File: config.mk
export PLATFORM = sky130hd
export DESIGN_NAME = rx_fifo_blk
export DESIGN_NICKNAME = d
export VERILOG_FILES = /design/src/rtl/rx_fifo_blk.sv
export SDC_FILE = /design/constraint.sdc
export NUM_CORES = 1
export LEC_CHECK = 0
export ABC_CLOCK_PERIOD_IN_PS = 2300
export CORE_ASPECT_RATIO = 0.7
export CORE_MARGIN = 10
export CORE_UTILIZATION = 35
export DETAILED_ROUTE_END_ITERATION = 12
export GPL_TIMING_DRIVEN = 0
export PLACE_DENSITY = 0.57
export SETUP_SLACK_MARGIN = 0.02
export SYNTH_ARGS = -nofsm -noshare
export SYNTH_HDL_FRONTEND = slang
export SYNTH_SLANG_ARGS = --single-unit
File: constraint.sdc
create_clock -name clk -period 2.3 [get_ports clk]
set_input_delay 0.345 -clock clk [delete_from_list [all_inputs] [get_ports clk]]
set_output_delay 0.345 -clock clk [all_outputs]
set_load 0.01 [all_outputs]
File: src/rtl/rx_fifo_blk.sv
// UART receiver (2-flop synchroniser, start/data/parity/stop FSM) feeding a first-word-fall-through FIFO.
// Define RX_PARITY_EN to build the PARITY state and parity_err logic; otherwise frames carry no parity bit.
module rx_fifo_blk #(
  parameter int DATA_BITS   = 8,
  parameter int FIFO_DEPTH  = 16,
  parameter int CLK_FREQ    = 100_000_000,
  parameter int BAUD        = 100_000,
  parameter int PARITY_MODE = 0
) (
  input  logic                          clk,
  input  logic                          rst,
  input  logic                          rx,
  input  logic                          read,
  input  logic                          clr_err,
  output logic [DATA_BITS-1:0]          out,
  output logic                          ready,
  output logic [$clog2(FIFO_DEPTH):0]   count,
  output logic                          frame_err,
  output logic                          parity_err,
  output logic                          overflow
);

  localparam int DIV = CLK_FREQ / BAUD;
  localparam int AW  = $clog2(FIFO_DEPTH);
  localparam int CW  = AW + 1;
  localparam int BW  = $clog2(DIV) + 1;
  localparam logic [BW-1:0] L_LAST = BW'(DIV - 1);
  localparam logic [BW-1:0] L_HALF = BW'(DIV / 2 - 1);
  localparam logic [3:0]    L_NBM1 = 4'(DATA_BITS - 1);
  localparam logic [CW-1:0] L_FULL = CW'(FIFO_DEPTH);
`ifdef RX_PARITY_EN
  localparam bit PAR_ON = (PARITY_MODE != 0);
`else
  localparam bit PAR_ON = 1'b0 && (PARITY_MODE != 0);
`endif

  typedef enum logic [2:0] {
    S_IDLE    = 3'd0,
    S_START   = 3'd1,
    S_DATA    = 3'd2,
`ifdef RX_PARITY_EN
    S_PARITY  = 3'd3,
`endif
    S_STOP    = 3'd4,
    S_RECOVER = 3'd5
  } state_t;

  logic                 r_sync1, r_sync2, r_prev;
  logic                 w_rx, w_fall;
  state_t               r_state;
  logic [BW-1:0]        r_baud;
  logic [3:0]           r_bitcnt;
  logic [DATA_BITS-1:0] r_shift;
  logic                 r_push;
  logic                 r_frame_err;
  logic                 r_overflow;
`ifdef RX_PARITY_EN
  logic                 r_par_bad;
  logic                 r_parity_err;
  logic                 w_par_exp;
`endif

  logic [DATA_BITS-1:0] r_mem [FIFO_DEPTH];
  logic [AW-1:0]        r_wr, r_rd;
  logic [CW-1:0]        r_count;
  logic                 w_pop, w_full, w_wr;

  // Stage: input synchroniser and falling-edge detect
  always_ff @(posedge clk) begin
    if (rst) begin
      r_sync1 <= 1'b1;
      r_sync2 <= 1'b1;
      r_prev  <= 1'b1;
    end else begin
      r_sync1 <= rx;
      r_sync2 <= r_sync1;
      r_prev  <= r_sync2;
    end
  end

  assign w_rx   = r_sync2;
  assign w_fall = r_prev & ~r_sync2;

`ifdef RX_PARITY_EN
  assign w_par_exp = (PARITY_MODE == 2) ? ~(^r_shift) : (^r_shift);
`endif

  // Stage: receiver FSM; errors set after clr_err so a same-cycle set wins
  always_ff @(posedge clk) begin
    if (rst) begin
      r_state     <= S_IDLE;
      r_baud      <= '0;
      r_bitcnt    <= '0;
      r_push      <= 1'b0;
      r_frame_err <= 1'b0;
`ifdef RX_PARITY_EN
      r_par_bad    <= 1'b0;
      r_parity_err <= 1'b0;
`endif
    end else begin
      r_push <= 1'b0;
      if (clr_err) begin
        r_frame_err <= 1'b0;
`ifdef RX_PARITY_EN
        r_parity_err <= 1'b0;
`endif
      end
      case (r_state)
        S_IDLE: begin
          r_baud   <= '0;
          r_bitcnt <= '0;
          if (w_fall) r_state <= S_START;
        end
        S_START: begin
          if (r_baud == L_HALF) begin
            r_baud  <= '0;
`ifdef RX_PARITY_EN
            r_par_bad <= 1'b0;
`endif
            r_state <= w_rx ? S_IDLE : S_DATA;
          end else begin
            r_baud <= r_baud + 1'b1;
          end
        end
        S_DATA: begin
          if (r_baud == L_LAST) begin
            r_baud   <= '0;
            r_shift  <= {w_rx, r_shift[DATA_BITS-1:1]};
            r_bitcnt <= r_bitcnt + 1'b1;
            if (r_bitcnt == L_NBM1) begin
`ifdef RX_PARITY_EN
              r_state <= PAR_ON ? S_PARITY : S_STOP;
`else
              r_state <= S_STOP;
`endif
            end
          end else begin
            r_baud <= r_baud + 1'b1;
          end
        end
`ifdef RX_PARITY_EN
        S_PARITY: begin
          if (r_baud == L_LAST) begin
            r_baud    <= '0;
            r_par_bad <= (w_rx != w_par_exp);
            r_state   <= S_STOP;
          end else begin
            r_baud <= r_baud + 1'b1;
          end
        end
`endif
        S_STOP: begin
          if (r_baud == L_LAST) begin
            r_baud <= '0;
            if (!w_rx) begin
              r_frame_err <= 1'b1;
              r_state     <= S_RECOVER;
            end
`ifdef RX_PARITY_EN
            else if (r_par_bad) begin
              r_parity_err <= 1'b1;
              r_state      <= S_IDLE;
            end
`endif
            else begin
              r_push  <= 1'b1;
              r_state <= S_IDLE;
            end
          end else begin
            r_baud <= r_baud + 1'b1;
          end
        end
        S_RECOVER: begin
          // A held-low break must not be mistaken for a new start bit
          if (w_rx) r_state <= S_IDLE;
        end
        default: r_state <= S_IDLE;
      endcase
    end
  end

  // Stage: FIFO; when full, a simultaneous pop frees the slot being written
  assign w_pop  = read && (r_count != '0);
  assign w_full = (r_count == L_FULL);
  assign w_wr   = r_push && (!w_full || w_pop);

  always_ff @(posedge clk) begin
    if (w_wr) r_mem[r_wr] <= r_shift;
  end

  always_ff @(posedge clk) begin
    if (rst) begin
      r_wr       <= '0;
      r_rd       <= '0;
      r_count    <= '0;
      r_overflow <= 1'b0;
    end else begin
      if (w_wr)  r_wr <= r_wr + 1'b1;
      if (w_pop) r_rd <= r_rd + 1'b1;
      case ({w_wr, w_pop})
        2'b10:   r_count <= r_count + 1'b1;
        2'b01:   r_count <= r_count - 1'b1;
        default: r_count <= r_count;
      endcase
      if (clr_err) r_overflow <= 1'b0;
      if (r_push && w_full && !w_pop) r_overflow <= 1'b1;
    end
  end

  assign ready     = (r_count != '0);
  assign count     = r_count;
  assign out       = ready ? r_mem[r_rd] : '0;
  assign frame_err = r_frame_err;
  assign overflow  = r_overflow;
`ifdef RX_PARITY_EN
  assign parity_err = r_parity_err;
`else
  assign parity_err = PAR_ON;
`endif

endmodule

==> results of run 1 <==
## flip-flops by register name, summed over array words and instances, names as in the netlist, 3 cells and up, named ones only
register,cells
r_shift,8
r_rd,4
r_wr,4
r_bitcnt,4
count,5
r_mem,128
r_baud,11
r_state,3
## worst max-delay path, cell delays in order (launching register included)
cell	delay, ns
dfxtp_2	0.32
buf_6	0.11
buf_12	0.12
buf_12	0.11
buf_16	0.12
mux4_2	0.52
mux4_2	0.48
and2_4	0.16
buf_6	0.11
## kinds of logic after synthesis
logic type,after synthesis,share of synthesized area
muxes,44,0.1285
other,1,0.0005116
AOI/OAI and AO/OA,60,0.05497
buffers and inverters,33,0.02219
and+or+nand+nor,136,0.09611
adders and majority gates,9,0.01536
xor gates and xnor gates,11,0.01315
DFF,177,0.6692
## what timing repair did
| action | CTS | global route |
|---|---|---|
| cloned | 2 | 0 |
| hold buffers | 0 | 0 |
| buffers inserted | 11 | 6 |
| resized for setup | 85 | 27 |
| pin swaps | 9 | 6 |
| setup endpoints to repair | 106 | 121 |
## routing by layer
metal | vias to the layer above | wire length (µm) | share of wire
li1 | 1966 | - | -
met1 | 2159 | 7270 | 0.45
met2 | 108 | 7510 | 0.47
met3 | 14 | 1071 | 0.067
met4 | 0 | 238 | 0.015
met5 | - | 0 | 0
## synth_stat cells (8+ instances only)
| library cell | number | area, µm² |
|---|---|---|
| dfxtp_1 | 41 | 820.8 |
| nand2_1 | 25 | 93.84 |
| a21oi_1 | 15 | 75.07 |
| clkbuf_1 | 10 | 37.54 |
| xor2_1 | 8 | 70.07 |
| o21ai_0 | 13 | 65.06 |
| mux4_2 | 40 | 900.9 |
| nand3_1 | 14 | 70.07 |
| edfxtp_1 | 136 | 4084 |
| nor2_1 | 40 | 150.1 |
| and2_1 | 10 | 62.56 |
| ha_1 | 9 | 112.6 |
## worst min-delay path by stage
stage | to | slack [ns] | depth (start not counted)
finish | r_sync2 | 0.41 | 1
global route | r_sync2 | 0.43 | 1
CTS | r_sync2 | 0.41 | 1
detailed placement | r_sync2 | 0.40 | 1
global placement | r_sync2 | 0.39 | 1
floorplan | r_sync2 | 0.39 | 1
## cells in the final DEF (no fill, tap or decap), types with 8 or more instances in the layout
master and count:
clkbuf_1 11, nor2_1 27, nand2_1 23, buf_6 14, a21oi_1 14, dfxtp_1 37
o21ai_0 12, nand3_1 14, edfxtp_1 136, mux4_2 40, xor2_1 8, buf_2 8
and2_4 8, ha_1 9, clkdlybuf4s50_1 10, buf_4 12, clkbuf_16 17
## per-stage QoR
step / area (µm²) / hold slack (ns)
CTS: 8736 / 0.4134
global placement: 7871 / 0.3928
detailed placement: 7894 / 0.3982
floorplan: 7336 / 0.3895
finish: 8881 / 0.4108
global route: 8881 / 0.4328
## area by class of cell
type                            instances  area share
Multi-Input combinational cell        261      0.2747
Timing Repair Buffer                   38     0.04861
Inverter                                7    0.002959
Clock buffer                           19     0.04875
Tap cell                              276     0.03888
Buffer                                 26     0.02099
Sequential cell                       177      0.5531
Clock inverter                         13     0.01198
## power by group
| part | internal, W | switching, W |
|---|---|---|
| Combinational | 0.00129 | 0.000993 |
| Clock | 0.00140 | 0.00122 |
| Sequential | 0.00347 | 0.000107 |
| Total | 0.00615 | 0.00232 |
==> impl_metrics.xml, run 1 <==
<?xml version="1.0" encoding="UTF-8"?>
<metrics>
  <group name="outcome">
    <metric name="status" unit="">finished, violations left</metric>
    <metric name="violations_in_the_final_reports" unit="">negative setup slack</metric>
  </group>
  <group name="cts">
    <metric name="clock_tree_from_tritoncts" unit="">yes</metric>
    <metric name="clkSlewWorstSetupHoldPaths" unit="ns">0.06</metric>
    <metric name="cts-htree-levels" unit="">4</metric>
    <metric name="clock_latency_of_the_later_clocked_register_in_the_worst_skew_pair" unit="ns">0.43</metric>
    <metric name="cts-buffers-inserted" unit="">17</metric>
    <metric name="ctsLongestPathBuffers" unit="">2</metric>
    <metric name="cts-root-buf" unit="">clkbuf_16</metric>
    <metric name="clock-sinks" unit="">177</metric>
  </group>
  <group name="timing">
    <metric name="report.final.hold_viol_count" unit="">0</metric>
    <metric name="grt_setup_unrepaired" unit="">yes</metric>
    <metric name="period_needed" unit="ns">2.821</metric>
    <metric name="setup-violations-final" unit="">8</metric>
    <metric name="slew-limit-headroom" unit="">0.4899</metric>
    <metric name="min_period_over_period" unit="">1.227</metric>
    <metric name="clock-skew-final" unit="ns">0.01332</metric>
    <metric name="setup_slack" unit="ns">-0.5210</metric>
    <metric name="final.setup.tns" unit="ns">-3.792</metric>
    <metric name="max_freq" unit="MHz">354.5</metric>
    <metric name="slew_violations" unit="">0</metric>
    <metric name="tightest_slew" unit="ns">0.7652</metric>
  </group>
  <group name="detailed_routing">
    <metric name="drt-initial-drc-count" unit="">479</metric>
    <metric name="finalWirelength" unit="mm">16.09</metric>
    <metric name="detail-route-antenna-nets" unit="">0</metric>
    <metric name="firstDrtPassIters" unit="">6</metric>
    <metric name="post_drt_via_cell_ratio" unit="">5.198</metric>
    <metric name="drt_drc_violations_left" unit="">0</metric>
    <metric name="vias" unit="">4247</metric>
    <metric name="detail_route.wl_per_cell" unit="µm">19.70</metric>
  </group>
  <group name="yosys">
    <metric name="number_of_flops_mapped_to_enable_cells_by_yosys" unit="">136</metric>
    <metric name="synth_cell_types" unit="">61</metric>
    <metric name="synth_ff_type" unit="">edfxtp_1</metric>
    <metric name="postSynth.asyncResetShare" unit="">0</metric>
    <metric name="flop_and_latch_count_out_of_synthesis" unit="">177</metric>
    <metric name="netlist_area" unit="µm²">7330</metric>
    <metric name="syn_nets" unit="">485</metric>
    <metric name="synthesis.area_per_instance" unit="µm²">15.56</metric>
    <metric name="synthCells" unit="">471</metric>
    <metric name="yosysSeqAreaShare" unit="">0.6692</metric>
    <metric name="yosysWarnings" unit="">0</metric>
  </group>
  <group name="final_layout">
    <metric name="proportion_of_layout_cells_with_a_drive_suffix_above_1" unit="">0.2921</metric>
    <metric name="fin_util" unit="">0.4302</metric>
    <metric name="antenna-diode-count" unit="">0</metric>
    <metric name="nFillCells" unit="">1839</metric>
    <metric name="combined_flip_flop_and_latch_cell_area" unit="µm²">4912</metric>
    <metric name="multi_input_area" unit="µm²">2440</metric>
    <metric name="flow.area_growth_from_synthesis" unit="%">21.17</metric>
    <metric name="final_cells" unit="">817</metric>
    <metric name="finish.net_count" unit="">542</metric>
  </group>
  <group name="setup_path">
    <metric name="r2r_cells" unit="">6</metric>
    <metric name="cp-start-kind" unit="">flip-flop</metric>
    <metric name="worst-endpoint-arrival" unit="ns">2.48</metric>
    <metric name="destination_of_the_critical_timing_path" unit="">out[2]</metric>
    <metric name="r2r_end" unit="">r_mem[1][3]</metric>
    <metric name="timing.critical_path.required" unit="ns">1.96</metric>
    <metric name="setup.worst_path.end_class" unit="">output port</metric>
    <metric name="r2r_slack" unit="ns">0.09</metric>
    <metric name="path_class" unit="">flip-flop to output port</metric>
    <metric name="crit_fanout" unit="">5</metric>
    <metric name="r2r_start" unit="">count[0]</metric>
  </group>
  <group name="placed_design">
    <metric name="finalWeightedCongestion" unit="">0.8308</metric>
    <metric name="placement.setup.worst_slack" unit="ns">-0.7623</metric>
    <metric name="placed_cells" unit="">767</metric>
    <metric name="numPortBuffers" unit="">19</metric>
    <metric name="dp.final_hpwl" unit="mm">10.69</metric>
  </group>
  <group name="flow_run">
    <metric name="max_cap_viol_count" unit="">0</metric>
  </group>
  <group name="floorplan">
    <metric name="die_y" unit="µm">141.1</metric>
    <metric name="dieArea" unit="µm²">27220</metric>
    <metric name="starting_density_of_the_core" unit="">0.3550</metric>
    <metric name="placeableCoreArea" unit="µm²">20640</metric>
    <metric name="pin_count" unit="">22</metric>
    <metric name="dieWidth" unit="µm">193.0</metric>
    <metric name="rows" unit="">44</metric>
  </group>
  <group name="power">
    <metric name="peakVddDrop" unit="V">0.0005362</metric>
    <metric name="static-leakage-power" unit="nW">2.814</metric>
    <metric name="p_per_area" unit="nW/µm²">954.4</metric>
    <metric name="finalPower" unit="W">0.008476</metric>
  </group>
  <group name="global_routing">
    <metric name="grt_util_all_layers" unit="">0.1234</metric>
    <metric name="grt_most_used_layer" unit="">met2</metric>
    <metric name="grt-ovfl-total" unit="">0</metric>
    <metric name="maximum_number_of_pins_on_one_net_before_global_route_repair" unit="">18</metric>
    <metric name="met2_usage" unit="">0.1818</metric>
    <metric name="grt_pass1_vias" unit="">4171</metric>
    <metric name="grtUsageMet1" unit="">0.1688</metric>
    <metric name="grt_first_pass_wirelength" unit="mm">25.18</metric>
    <metric name="groute.layer.met3.usage" unit="">0.03869</metric>
    <metric name="antenna_found_initial" unit="">0</metric>
  </group>
  <group name="worst_hold_path">
    <metric name="source_of_the_worst_hold_timing_path" unit="">r_sync1</metric>
    <metric name="worstHoldPathType" unit="">flip-flop to flip-flop</metric>
  </group>
</metrics>
No activity file was read; power rests on OpenSTA's default activity.
==> run 2, diff against run 1 <==
SLEW_MARGIN = 15   (was default)
==> run 2 against run 1 <==
  * The run still ends with negative setup slack left
  * Critical path type unchanged
  * Clock skew rose by 0.00064 ns
  * Clock power grew 6%
  * Clock-buffer cell count down 1
  * Highest routed layer unchanged
==> impl_metrics.xml, run 2 (synthesis gave the netlist of run 1 again) <==
<?xml version="1.0" encoding="UTF-8"?>
<metrics>
  <group name="detailed_routing">
    <metric name="firstDrtPassIters" unit="">5</metric>
    <metric name="drt_drc_violations_left" unit="">0</metric>
    <metric name="detail_route.wl_per_cell" unit="µm">20.03</metric>
    <metric name="detail-route-antenna-nets" unit="">0</metric>
    <metric name="finalWirelength" unit="mm">16.47</metric>
    <metric name="vias" unit="">4337</metric>
    <metric name="post_drt_via_cell_ratio" unit="">5.276</metric>
    <metric name="drt-initial-drc-count" unit="">399</metric>
  </group>
  <group name="setup_path">
    <metric name="cp-start-kind" unit="">flip-flop</metric>
    <metric name="timing.critical_path.required" unit="ns">1.96</metric>
    <metric name="setup.worst_path.end_class" unit="">output port</metric>
    <metric name="crit_fanout" unit="">5</metric>
    <metric name="path_class" unit="">flip-flop to output port</metric>
    <metric name="worst-endpoint-arrival" unit="ns">2.46</metric>
  </group>
  <group name="timing">
    <metric name="period_needed" unit="ns">2.810</metric>
    <metric name="slew-limit-headroom" unit="">0.4706</metric>
    <metric name="final.setup.tns" unit="ns">-3.774</metric>
    <metric name="max_freq" unit="MHz">355.9</metric>
    <metric name="setup-violations-final" unit="">8</metric>
    <metric name="grt_setup_unrepaired" unit="">yes</metric>
    <metric name="tightest_slew" unit="ns">0.7941</metric>
    <metric name="min_period_over_period" unit="">1.222</metric>
    <metric name="slew_violations" unit="">0</metric>
    <metric name="final.hold.worst_slack" unit="ns">0.4067</metric>
    <metric name="clock-skew-final" unit="ns">0.01397</metric>
    <metric name="report.final.hold_viol_count" unit="">0</metric>
    <metric name="setup_slack" unit="ns">-0.5098</metric>
  </group>
  <group name="placed_design">
    <metric name="placed_cells" unit="">768</metric>
    <metric name="dp.final_hpwl" unit="mm">10.68</metric>
    <metric name="finalWeightedCongestion" unit="">0.8308</metric>
    <metric name="numPortBuffers" unit="">19</metric>
  </group>
  <group name="global_routing">
    <metric name="grt_util_all_layers" unit="">0.1233</metric>
    <metric name="maximum_number_of_pins_on_one_net_before_global_route_repair" unit="">18</metric>
    <metric name="grt_pass1_vias" unit="">4178</metric>
    <metric name="antenna_found_initial" unit="">0</metric>
    <metric name="grt-ovfl-total" unit="">0</metric>
    <metric name="grt_first_pass_wirelength" unit="mm">25.21</metric>
  </group>
  <group name="cts">
    <metric name="clock-sinks" unit="">177</metric>
    <metric name="hold_buffers" unit="">0</metric>
    <metric name="clock_tree_from_tritoncts" unit="">yes</metric>
    <metric name="clkSlewWorstSetupHoldPaths" unit="ns">0.06</metric>
    <metric name="cts-htree-levels" unit="">4</metric>
    <metric name="cts-root-buf" unit="">clkbuf_16</metric>
    <metric name="ctsLongestPathBuffers" unit="">2</metric>
    <metric name="clock_latency_of_the_later_clocked_register_in_the_worst_skew_pair" unit="ns">0.43</metric>
    <metric name="cts-buffers-inserted" unit="">17</metric>
  </group>
  <group name="flow_run">
    <metric name="max_cap_viol_count" unit="">0</metric>
  </group>
  <group name="final_layout">
    <metric name="max_flop_register" unit="">r_mem</metric>
    <metric name="largest_register_ffs" unit="">128</metric>
    <metric name="layout.cells.most_common" unit="">edfxtp_1</metric>
    <metric name="finish.net_count" unit="">549</metric>
    <metric name="highest_count_cells_in_the_layout_ignoring_fill_and_taps" unit="">edfxtp_1, mux4_2, dfxtp_1, nor2_1, nand2_1</metric>
    <metric name="multi_input_area" unit="µm²">2412</metric>
    <metric name="combined_flip_flop_and_latch_cell_area" unit="µm²">4915</metric>
    <metric name="reg_top3" unit="">r_mem x128, r_baud x11, r_shift x8</metric>
    <metric name="fin_util" unit="">0.4328</metric>
    <metric name="antenna-diode-count" unit="">0</metric>
    <metric name="flow.area_growth_from_synthesis" unit="%">21.92</metric>
    <metric name="proportion_of_layout_cells_with_a_drive_suffix_above_1" unit="">0.2967</metric>
    <metric name="nFillCells" unit="">1834</metric>
    <metric name="final_cells" unit="">822</metric>
  </group>
  <group name="power">
    <metric name="finalPower" unit="W">0.008846</metric>
    <metric name="peakVddDrop" unit="V">0.0004610</metric>
    <metric name="static-leakage-power" unit="nW">2.884</metric>
    <metric name="p_per_area" unit="nW/µm²">989.9</metric>
  </group>
  <group name="floorplan">
    <metric name="placeableCoreArea" unit="µm²">20640</metric>
    <metric name="die_y" unit="µm">141.1</metric>
    <metric name="rows" unit="">44</metric>
    <metric name="pin_count" unit="">22</metric>
    <metric name="dieWidth" unit="µm">193.0</metric>
    <metric name="dieArea" unit="µm²">27220</metric>
    <metric name="starting_density_of_the_core" unit="">0.3550</metric>
  </group>
  <group name="worst_hold_path">
    <metric name="worstHoldPathType" unit="">flip-flop to flip-flop</metric>
  </group>
  <group name="outcome">
    <metric name="status" unit="">finished, violations left</metric>
    <metric name="violations_in_the_final_reports" unit="">negative setup slack</metric>
  </group>
</metrics>
## run 2: cell count changes in the layout (fill, tap and decap cells not counted), moves of 2 or more
| cell | previous run | this run |
|---|---|---|
| nor3_2 | 0 | 2 |
| buf_6 | 14 | 16 |
| buf_4 | 12 | 17 |
| nor3_4 | 5 | 3 |
| clkinv_4 | 4 | 2 |
| buf_12 | 7 | 4 |
| inv_6 | 2 | 4 |
| nor2_2 | 7 | 9 |
| clkinvlp_4 | 5 | 1 |
| nor2_4 | 6 | 4 |
| bufinv_16 | 0 | 2 |
## run 2: report_power, final
group	total [W]	leakage, nW	switching, W	internal (W)
sequential	0.00358	1.56	0.000107	0.00347
combinational	0.00248	1.06	0.00107	0.00141
clock	0.00279	0.271	0.00119	0.00160
total	0.00885	2.88	0.00237	0.00647
## run 2: metrics by stage
stage | instance area, µm² | worst slack (ns)
floorplan | 7336 | 0.06297
global placement | 7871 | -0.9515
detailed placement | 7906 | -0.7674
CTS | 8761 | -0.5447
global route | 8936 | -0.5974
finish | 8936 | -0.5098
## run 2: layout make-up
cell class / instances / area share
Timing Repair Buffer: 45 / 0.05489
Multi-Input combinational cell: 261 / 0.2700
Inverter: 7 / 0.002940
Clock buffer: 18 / 0.04803
Tap cell: 276 / 0.03864
Sequential cell: 177 / 0.5500
Buffer: 26 / 0.02058
Clock inverter: 12 / 0.01498
## run 2: what timing repair did
action | in CTS | in global routing
setup endpoints to repair | 106 | 62
pin swaps | 8 | 7
buffers inserted | 13 | 8
gates cloned | 2 | 1
resized for setup | 85 | 22
## run 2: worst paths after layout
| path | startpoint | to | slack [ns] | depth (start not counted) |
|---|---|---|---|---|
| hold / removal | r_sync1 | r_sync2 | 0.41 | 1 |
| setup / recovery | flip-flop | out[1] | -0.51 | 8 |
| hold reg to reg | r_sync1 | r_sync2 | 0.41 | 1 |
| setup reg to reg | count[0] | r_mem[0][3] | 0.09 | 6 |
## run 2: critical path, cell delays in order, from the launching register on
cell and delay [ns]:
dfxtp_2 0.33, buf_6 0.12, buf_6 0.12, buf_12 0.12, buf_6 0.09, mux4_2 0.50, mux4_2 0.49, and2_4 0.16
buf_6 0.11
## run 2: layer usage
metal  up-vias  GRT usage  part of all wire
met4         0    0.03391            0.0095
met3        10    0.03869             0.067
li1       1971          -                 -
met5         -          0                 0
met2       117     0.1868              0.47
met1      2239     0.1666              0.45
==> run 3, diff against run 2 <==
GPL_ROUTABILITY_DRIVEN = 0   (was default)
SKIP_CTS_REPAIR_TIMING = 1   (was default)
SLEW_MARGIN = 30   (was 15)
==> run 3 against run 2 <==
  * The flow still finishes with violations (negative setup slack)
  * Routed wire length shrank 0.79%
  * Critical path type unchanged
  * Highest routed layer unchanged
  * Combinational power fell by 19%
  * Clock-buffer cell count up 1
  * Critical endpoint is now out[0]
==> impl_metrics.xml, run 3 (synthesis gave the netlist of run 1 again) <==
<?xml version="1.0" encoding="UTF-8"?>
<metrics>
  <group name="cts">
    <metric name="clkSlewWorstSetupHoldPaths" unit="ns">0.06</metric>
    <metric name="clock_tree_from_tritoncts" unit="">yes</metric>
    <metric name="ctsLongestPathBuffers" unit="">2</metric>
    <metric name="cts-root-buf" unit="">clkbuf_16</metric>
    <metric name="cts-buffers-inserted" unit="">17</metric>
    <metric name="cts-htree-levels" unit="">4</metric>
    <metric name="clock_latency_of_the_later_clocked_register_in_the_worst_skew_pair" unit="ns">0.43</metric>
    <metric name="clock-sinks" unit="">177</metric>
  </group>
  <group name="final_layout">
    <metric name="finalInstanceArea" unit="µm²">8732</metric>
    <metric name="highest_count_cells_in_the_layout_ignoring_fill_and_taps" unit="">edfxtp_1, mux4_2, dfxtp_1, nor2_1, nand2_1</metric>
    <metric name="reg_top3" unit="">r_mem x128, r_baud x11, r_shift x8</metric>
    <metric name="nFillCells" unit="">1869</metric>
    <metric name="finish.net_count" unit="">532</metric>
    <metric name="proportion_of_layout_cells_with_a_drive_suffix_above_1" unit="">0.2736</metric>
    <metric name="fin_util" unit="">0.4230</metric>
    <metric name="layout.cells.most_common" unit="">edfxtp_1</metric>
    <metric name="largest_register_ffs" unit="">128</metric>
    <metric name="flow.area_growth_from_synthesis" unit="%">19.14</metric>
    <metric name="max_flop_register" unit="">r_mem</metric>
    <metric name="antenna-diode-count" unit="">0</metric>
  </group>
  <group name="detailed_routing">
    <metric name="post_drt_via_cell_ratio" unit="">5.262</metric>
    <metric name="vias" unit="">4241</metric>
    <metric name="wl_met2" unit="mm">7.529</metric>
    <metric name="route.layer.met1.wl" unit="mm">7.582</metric>
    <metric name="drt-initial-drc-count" unit="">447</metric>
    <metric name="met3_wirelength" unit="mm">1.052</metric>
    <metric name="top_layer_used" unit="">met4</metric>
    <metric name="detail_route.wl_per_cell" unit="µm">20.27</metric>
    <metric name="finalWirelength" unit="mm">16.34</metric>
    <metric name="drt_drc_violations_left" unit="">0</metric>
    <metric name="firstDrtPassIters" unit="">5</metric>
    <metric name="detail-route-antenna-nets" unit="">0</metric>
  </group>
  <group name="flow_run">
    <metric name="max_cap_viol_count" unit="">0</metric>
  </group>
  <group name="global_routing">
    <metric name="antenna_found_initial" unit="">0</metric>
    <metric name="grt_util_all_layers" unit="">0.1214</metric>
    <metric name="grt-ovfl-total" unit="">0</metric>
    <metric name="grt_pass1_vias" unit="">4112</metric>
    <metric name="grt_first_pass_wirelength" unit="mm">24.74</metric>
    <metric name="maximum_number_of_pins_on_one_net_before_global_route_repair" unit="">18</metric>
  </group>
  <group name="setup_path">
    <metric name="path_class" unit="">flip-flop to output port</metric>
    <metric name="timing.critical_path.required" unit="ns">1.96</metric>
    <metric name="crit_fanout" unit="">6</metric>
    <metric name="cp_cell_sequence" unit="">buf_12 -&gt; buf_12 -&gt; mux4_2 -&gt; mux4_2 -&gt; and2_4 -&gt; buf_6</metric>
    <metric name="r2r_slack" unit="ns">0.09</metric>
    <metric name="cpMaxStageDelayCell" unit="">mux4_2</metric>
    <metric name="r2r_start" unit="">count[1]</metric>
    <metric name="r2r_cells" unit="">6</metric>
    <metric name="r2r_end" unit="">r_mem[0][4]</metric>
    <metric name="critical_path.max_stage_delay" unit="ns">0.57</metric>
    <metric name="setup.worst_path.end_class" unit="">output port</metric>
    <metric name="worst-endpoint-arrival" unit="ns">2.42</metric>
    <metric name="cp-start-kind" unit="">flip-flop</metric>
  </group>
  <group name="timing">
    <metric name="setup_slack" unit="ns">-0.4621</metric>
    <metric name="max_freq" unit="MHz">362.0</metric>
    <metric name="report.final.hold_viol_count" unit="">0</metric>
    <metric name="min_period_over_period" unit="">1.201</metric>
    <metric name="period_needed" unit="ns">2.762</metric>
    <metric name="slew_violations" unit="">0</metric>
    <metric name="setup-violations-final" unit="">8</metric>
    <metric name="clock-skew-final" unit="ns">0.007051</metric>
    <metric name="tightest_slew" unit="ns">0.8116</metric>
    <metric name="slew-limit-headroom" unit="">0.4590</metric>
    <metric name="final.hold.worst_slack" unit="ns">0.4075</metric>
    <metric name="grt_setup_unrepaired" unit="">yes</metric>
  </group>
  <group name="floorplan">
    <metric name="starting_density_of_the_core" unit="">0.3550</metric>
    <metric name="die_y" unit="µm">141.1</metric>
    <metric name="dieArea" unit="µm²">27220</metric>
    <metric name="placeableCoreArea" unit="µm²">20640</metric>
    <metric name="dieWidth" unit="µm">193.0</metric>
    <metric name="rows" unit="">44</metric>
    <metric name="pin_count" unit="">22</metric>
  </group>
  <group name="placed_design">
    <metric name="dp_area" unit="µm²">7906</metric>
    <metric name="placement.setup.worst_slack" unit="ns">-0.7390</metric>
    <metric name="numPortBuffers" unit="">19</metric>
    <metric name="dp.final_hpwl" unit="mm">10.65</metric>
  </group>
  <group name="power">
    <metric name="static-leakage-power" unit="nW">2.760</metric>
    <metric name="peakVddDrop" unit="V">0.0004608</metric>
    <metric name="p_per_area" unit="nW/µm²">951.3</metric>
    <metric name="finalPower" unit="W">0.008307</metric>
  </group>
  <group name="worst_hold_path">
    <metric name="min_to" unit="">r_sync2</metric>
    <metric name="source_of_the_worst_hold_timing_path" unit="">r_sync1</metric>
    <metric name="worstHoldPathType" unit="">flip-flop to flip-flop</metric>
    <metric name="worstHoldPathCells" unit="">1</metric>
  </group>
  <group name="outcome">
    <metric name="status" unit="">finished, violations left</metric>
    <metric name="violations_in_the_final_reports" unit="">negative setup slack</metric>
  </group>
</metrics>
## run 3: routing by layer
| metal | vias up | track usage |
|---|---|---|
| met5 | - | 0 |
| met4 | 0 | 0.03755 |
| met2 | 123 | 0.1809 |
| met1 | 2168 | 0.1654 |
| li1 | 1939 | - |
| met3 | 11 | 0.03770 |
## run 3: final cells by class
type | count | area [µm²] | share of cell area
Timing Repair Buffer | 28 | 274.0 | 0.03138
Sequential cell | 177 | 4912 | 0.5625
Clock buffer | 19 | 432.9 | 0.04958
Clock inverter | 12 | 111.4 | 0.01275
Buffer | 26 | 187.7 | 0.02149
Tap cell | 276 | 345.3 | 0.03955
Inverter | 7 | 26.28 | 0.003009
Multi-Input combinational cell | 261 | 2442 | 0.2797
## run 3: how the worst max path moves through the flow
stage,from,slack (ns),to,depth (start not counted)
global route,flip-flop,-0.54,out[7],6
floorplan,count[0],0.06,count[4],9
global placement,read,-0.95,r_mem[0][6],6
CTS,flip-flop,-1.21,out[1],5
detailed placement,flip-flop,-0.74,out[1],5
finish,flip-flop,-0.46,out[0],6
## run 3: through the flow
stage | TNS (ns) | std cells
after floorplan | 0 | 471
after global placement | -74.19 | 766
after detailed placement | -62.24 | 768
after CTS | -14.38 | 799
after global routing | -4.197 | 806
final | -3.523 | 806
## run 3: where the power goes
part / total [W] / switching (W) / leakage, nW / internal [W]
clock: 0.00272 / 0.00123 / 0.255 / 0.00149
combinational: 0.00200 / 0.000956 / 0.949 / 0.00105
sequential: 0.00358 / 0.000114 / 1.56 / 0.00347
## run 3: worst max-delay path: cells and delay by family, from the launching register on
kind	cells	cell delay (ns)
buf+inv	3	0.39
flops	1	0.34
simple gates	1	0.18
mux	2	1.07
